$ cat src/rtl/seq_booth_multiplier.sv
// seq_booth_multiplier
// Multi-cycle radix-4 Booth multiplier with a start/done handshake, for
// signed and unsigned operands. A single accumulator adder is reused over
// N/2+1 iterations. The accumulator/multiplier pair shifts right by two
// bits each iteration, and the product is read from it at the end.
//
// Optional build macro: MULT_ZERO_BYPASS_EN
//   When defined, a zero operand skips RUN and the result is presented one
//   cycle after acceptance.
//   When undefined, latency is N/2+1 cycles for every input.
//
// state | meaning
// ------+--------------------------------------------------------------
// IDLE  | waiting for start; operands are latched when start is accepted
// RUN   | one Booth digit per cycle; the final iteration writes P and
//       | pulses done

module seq_booth_multiplier #(
    parameter int N = 32
) (
    input  logic             clk,
    input  logic             rst_n,
    input  logic             start,
    input  logic             is_signed,
    input  logic [N-1:0]     A,
    input  logic [N-1:0]     B,
    output logic             busy,
    output logic             done,
    output logic [2*N-1:0]   P
);

    // The multiplicand and multiplier are extended to W bits. The
    // accumulator carries two further guard bits. The running partial sum,
    // after its shifts, can reach about 8/3 of |M|. Without the guard bits
    // that value would overflow at the -2^(N-1) squared corner.
    localparam int W     = N + 2;
    localparam int ACC_W = N + 4;
    localparam int LAST  = N / 2;
    localparam int CNT_W = $clog2(LAST + 1);

    typedef enum logic {
        IDLE = 1'b0,
        RUN  = 1'b1
    } state_t;

    state_t state_q;
    state_t state_d;

    logic [W-1:0]      m_q;
    logic [W:0]        q_q;
    logic [ACC_W-1:0]  acc_q;
    logic [CNT_W-1:0]  cnt_q;
    logic [2*N-1:0]    p_q;
    logic              done_q;

    logic              accept;
    logic              step;
    logic              last_iter;
    logic              finish;
    logic              zero_result;

    logic [W-1:0]      a_ext;
    logic [W-1:0]      b_ext;

    logic              neg;
    logic [1:0]        mag;
    logic [ACC_W-1:0]  m_ext;
    logic [ACC_W-1:0]  operand;
    logic [ACC_W-1:0]  addend;
    logic [ACC_W-1:0]  acc_sum;
    logic [ACC_W+W:0]  shifted;
    logic [ACC_W-1:0]  acc_nxt;
    logic [W:0]        q_nxt;
    logic [2*N-1:0]    product_lo;

`ifdef MULT_ZERO_BYPASS_EN
    logic              zero_q;
`endif

    assign a_ext = {{2{is_signed & A[N-1]}}, A};
    assign b_ext = {{2{is_signed & B[N-1]}}, B};

    assign last_iter = (state_q == RUN) && (cnt_q == CNT_W'(LAST));

`ifdef MULT_ZERO_BYPASS_EN
    assign zero_result = (state_q == RUN) && zero_q;
`else
    assign zero_result = 1'b0;
`endif

    // FSM state register.
    always_ff @(posedge clk or negedge rst_n) begin
        if (!rst_n) begin
            state_q <= IDLE;
        end else begin
            state_q <= state_d;
        end
    end

    // Next-state logic and the controls for loading and stepping the datapath.
    always_comb begin
        state_d = state_q;
        accept  = 1'b0;
        step    = 1'b0;
        finish  = 1'b0;
        case (state_q)
            IDLE: begin
                if (start) begin
                    accept  = 1'b1;
                    state_d = RUN;
                end
            end
            RUN: begin
                step = 1'b1;
                if (last_iter || zero_result) begin
                    finish  = 1'b1;
                    state_d = IDLE;
                end
            end
            default: begin
                state_d = IDLE;
            end
        endcase
    end

    // Radix-4 Booth recoding of the three low bits of the multiplier window.
    always_comb begin
        neg = 1'b0;
        mag = 2'd0;
        case (q_q[2:0])
            3'b001, 3'b010: begin neg = 1'b0; mag = 2'd1; end
            3'b011:         begin neg = 1'b0; mag = 2'd2; end
            3'b100:         begin neg = 1'b1; mag = 2'd2; end
            3'b101, 3'b110: begin neg = 1'b1; mag = 2'd1; end
            default:        begin neg = 1'b0; mag = 2'd0; end
        endcase
    end

    // Select the multiple, add it to the accumulator, and shift the pair
    // right by two bits.
    always_comb begin
        m_ext = {{(ACC_W-W){m_q[W-1]}}, m_q};
        case (mag)
            2'd1:    operand = m_ext;
            2'd2:    operand = {m_ext[ACC_W-2:0], 1'b0};
            default: operand = '0;
        endcase
        addend     = neg ? ~operand : operand;
        acc_sum    = acc_q + addend + {{(ACC_W-1){1'b0}}, neg};
        shifted    = {{2{acc_sum[ACC_W-1]}}, acc_sum, q_q[W:2]};
        acc_nxt    = shifted[ACC_W+W:W+1];
        q_nxt      = shifted[W:0];
        product_lo = {acc_nxt[N-3:0], q_nxt[W:1]};
    end

    // Operand latch and iteration datapath.
    always_ff @(posedge clk or negedge rst_n) begin
        if (!rst_n) begin
            m_q   <= '0;
            q_q   <= '0;
            acc_q <= '0;
            cnt_q <= '0;
        end else if (accept) begin
            m_q   <= a_ext;
            q_q   <= {b_ext, 1'b0};
            acc_q <= '0;
            cnt_q <= '0;
        end else if (step) begin
            acc_q <= acc_nxt;
            q_q   <= q_nxt;
            cnt_q <= cnt_q + CNT_W'(1);
        end
    end

`ifdef MULT_ZERO_BYPASS_EN
    // The zero-operand flag is captured with the operands so that later
    // changes on A and B cannot affect it.
    always_ff @(posedge clk or negedge rst_n) begin
        if (!rst_n) begin
            zero_q <= 1'b0;
        end else if (accept) begin
            zero_q <= (A == '0) || (B == '0);
        end
    end
`endif

    // Result register and the one-cycle done pulse. P is written only on
    // completion, so a partial product is never visible.
    always_ff @(posedge clk or negedge rst_n) begin
        if (!rst_n) begin
            p_q    <= '0;
            done_q <= 1'b0;
        end else begin
            done_q <= finish;
            if (finish) begin
                p_q <= zero_result ? '0 : product_lo;
            end
        end
    end

    assign busy = (state_q == RUN);
    assign done = done_q;
    assign P    = p_q;

endmodule
$ cat config.mk
export PLATFORM = sky130hd
export DESIGN_NAME = seq_booth_multiplier
export DESIGN_NICKNAME = d
export VERILOG_FILES = /design/src/rtl/seq_booth_multiplier.sv
export SDC_FILE = /design/constraint.sdc
export NUM_CORES = 1
export LEC_CHECK = 0
export CAP_MARGIN = 20
export CORE_ASPECT_RATIO = 0.8
export CORE_UTILIZATION = 40
export CTS_BUF_LIST = sky130_fd_sc_hd__clkbuf_16
export DETAILED_ROUTE_END_ITERATION = 12
export PLACE_DENSITY = 0.68
export SKIP_CTS_REPAIR_TIMING = 1
export SLEW_MARGIN = 10
export SYNTH_ARGS = -nofsm -noshare
export SYNTH_HDL_FRONTEND = slang
export SYNTH_SLANG_ARGS = --single-unit
$ cat constraint.sdc
create_clock -name clk -period 4.3 [get_ports clk]
set_input_delay 0.645 -clock clk [delete_from_list [all_inputs] [get_ports clk]]
set_output_delay 0.645 -clock clk [all_outputs]
set_load 0.05 [all_outputs]
==> results of run 1 <==
layer usage:
layer / vias up / wire length (um) / share of wire / global-route usage
met5: - / 0 / 0 / 0
met4: 0 / 403 / 0.017 / 0.0638
li1: 3680 / - / - / -
met1: 3786 / 11700 / 0.48 / 0.295
met2: 202 / 11100 / 0.46 / 0.310
met3: 27 / 1120 / 0.046 / 0.0334
flip-flops by register name, summed over array words and instances (netlist names):
signal	flops
cnt_q	5
busy	1
P	64
done	1
q_q	35
acc_q	34
m_q	33
worst register-to-register path, cell delays in order, from the launching register on:
cell,delay (ns)
dfrtp_1,0.40
inv_1,0.08
ha_1,0.19
mux2_2,0.30
ha_4,0.31
nor2b_4,0.05
buf_4,0.14
clkbuf_16,0.15
a22oi_1,0.18
xnor2_1,0.10
ha_1,0.35
a21oi_1,0.10
o21a_1,0.23
o221ai_2,0.18
a31oi_1,0.06
buf_4,0.18
o41ai_4,0.48
a21oi_2,0.11
xnor2_1,0.15
mux2_2,0.28
cell usage in the layout, fill, tap and decap left out, drive strengths merged, types with 22 or more instances in the layout:
master,instances
a22o,26
inv,22
o21ai,64
buf,51
xnor2,52
dfrtp,173
a22oi,33
nand2,225
clkdlybuf4s50,131
ha,41
mux2i,35
nor2,31
a21oi,37
mux2,44
metrics by stage:
stage	cells	setup TNS [ns]	util	setup slack, ns	instance area (sq um)
4_1_cts	1403	-0.0737	0.515	-0.0528	11700
5_1_grt	1427	-0.0270	0.532	-0.0123	12100
3_5_place_dp	1371	-0.0493	0.488	-0.0365	11100
6_report	1427	0	0.532	0.179	12100
2_1_floorplan	967	0	-	0.0899	9370
3_3_place_gp	1371	0	0.488	0.0927	11100
how the worst max path moves through the flow:
stage	endpoint	slack, ns	depth (start not counted)
after floorplan	acc_q[29]	0.09	18
after global placement	P[58]	0.09	18
after detailed placement	P[58]	-0.04	18
after CTS	P[58]	-0.05	18
after global routing	P[61]	-0.01	19
final	P[61]	0.18	19
layout make-up:
class | count | area (sq um) | share of cell area
Clock buffer | 17 | 425 | 0.0351
Tap cell | 306 | 383 | 0.0316
Timing Repair Buffer | 183 | 1780 | 0.147
Multi-Input combinational cell | 715 | 4930 | 0.407
Inverter | 18 | 67.6 | 0.00558
Clock inverter | 15 | 189 | 0.0156
Sequential cell | 173 | 4330 | 0.358
cell families (layout without fill, tap and decap cells):
logic type | Yosys count | count (layout) | synth area share
buf+inv | 79 | 233 | 0.0327
xor+xnor | 64 | 64 | 0.0598
mux | 79 | 79 | 0.0916
fa+ha+maj | 42 | 42 | 0.0569
simple gates | 305 | 305 | 0.135
compound gates | 225 | 225 | 0.162
flops | 173 | 173 | 0.462
==> flow_metrics.py, run 1 <==
metrics = {
    "status": {
        "run_status": "finished, final reports clean",
    },
    "setup_path": {
        "critPathMaxStageDelay_ns": 0.48,
        "path_delay_family": "compound AO/OA/AOI/OAI gates",
        "r2r-end": "P[61]",
        "path_class": "reg -> reg",
        "r2r_slack_ns": 0.18,
        "startpoint": "q_q[1]",
        "worstPathRequired_ns": 4.62,
        "r2r-start": "q_q[1]",
        "cp_data_arrival_time_ns": 4.44,
        "setup.worst_path.end_class": "flip-flop",
        "reg2reg_depth": 19,
        "cp.buffers_inverters": 4,
        "path_cells": "inv_1 > ha_1 > mux2_2 > ha_4 > nor2b_4 > buf_4 > clkbuf_16 > a22oi_1 > xnor2_1 > ha_1 > a21oi_1 > o21a_1 > o221ai_2 > a31oi_1 > buf_4 > o41ai_4 > a21oi_2 > xnor2_1 > mux2_2",
        "crit_fanout": 8,
        "cp_slowest_cell": "o41ai_4",
        "crit_path_start_kind": "flip-flop",
    },
    "synthesis": {
        "yosysMostFrequentCell": "nand2_1",
        "yosysTopAreaCellShare": 0.462,
        "synth_fp_nets": 1077,
        "synthArstFlopShare": 1.00,
        "syn_area_sq_um": 9370,
        "yosys_warnings": 0,
        "avgSynthCellArea_sq_um": 9.69,
        "synth_common_cells": "nand2_1, dfrtp_1, o21ai_0",
        "synth_edf_count": 0,
        "ys.flop_type": "dfrtp_1",
        "synth_cells": 967,
        "ys_types": 60,
        "ys_seq_area_frac": 0.462,
        "synth_top_area_cell": "dfrtp_1",
        "synthTopCellsByArea": "dfrtp_1, nand2_1, ha_1",
        "synth_seq_cells": 173,
    },
    "cts": {
        "cts_buffers": 17,
        "clockBufferDepth": 2,
        "path_clk_slew_ns": 0.07,
        "cts_sinks": 173,
        "cts_tree": "done",
        "clk-insertion-delay-late_ns": 0.43,
        "root_buffer": "clkbuf_16",
        "ctsHtreeMaxLevel": 4,
    },
    "timing": {
        "setup_violations": 0,
        "post-route-min-period_ns": 4.12,
        "tightest_slew_ns": 0.888,
        "fin_hold_ws_ns": 0.211,
        "slew_violations": 0,
        "timing.fmax_ghz": 0.243,
        "max-slew-margin-rel": 0.407,
        "fin_skew_ns": 0.0116,
        "final_hold_viol_count": 0,
        "min_period_over_period": 0.958,
    },
    "grt": {
        "grt_max_degree": 84,
        "antenna_found_initial": 0,
        "grt_util_all_layers": 0.203,
        "grt_pass1_wl_mm": 39.2,
        "grt_pass1_vias": 7398,
        "grt_overflow": 0,
    },
    "floorplan": {
        "die_h_um": 139,
        "rows": 49,
        "core_sq_um": 22700,
        "ios": 134,
        "die_width_um": 173,
        "dieArea_sq_um": 24100,
        "initial_utilization": 0.412,
    },
    "detailed_routing": {
        "drc_errors": 0,
        "vias_per_cell": 5.39,
        "avgRoutedWirePerCell_um": 17.1,
        "postRouteAntennaNets": 0,
        "firstDrtPassIters": 5,
        "drt_iter0_markers": 600,
        "vias": 7695,
        "routed_wl_mm": 24.4,
    },
    "place": {
        "place.port_buffers": 133,
        "place_congestion": 0.913,
        "dp_hpwl_mm": 16.7,
    },
    "min_path": {
        "hp-class": "in -> async",
    },
    "flow_run": {
        "maxCapViolations": 0,
    },
    "layout": {
        "fin_nets": 1218,
        "antenna_cells": 0,
        "area_delta_synth_final_pct": 29.1,
        "drive_above_1_share": 0.153,
        "num-fill-cells": 2026,
    },
}
Power of run 1 is not shown: default switching activity piles up to over one toggle a cycle in this logic, so the estimate is an artifact.
==> inputs of run 2 (changes only) <==
--- a/config.mk
+++ b/config.mk
@@ -16,3 +16,4 @@
 export SYNTH_ARGS = -nofsm -noshare
 export SYNTH_HDL_FRONTEND = slang
 export SYNTH_SLANG_ARGS = --single-unit
+export TNS_END_PERCENT = 100
==> results of run 2 <==
No change in the layout: final DEF, timing and power equal those of run 1.
Power of run 2 is left out for the same reason.
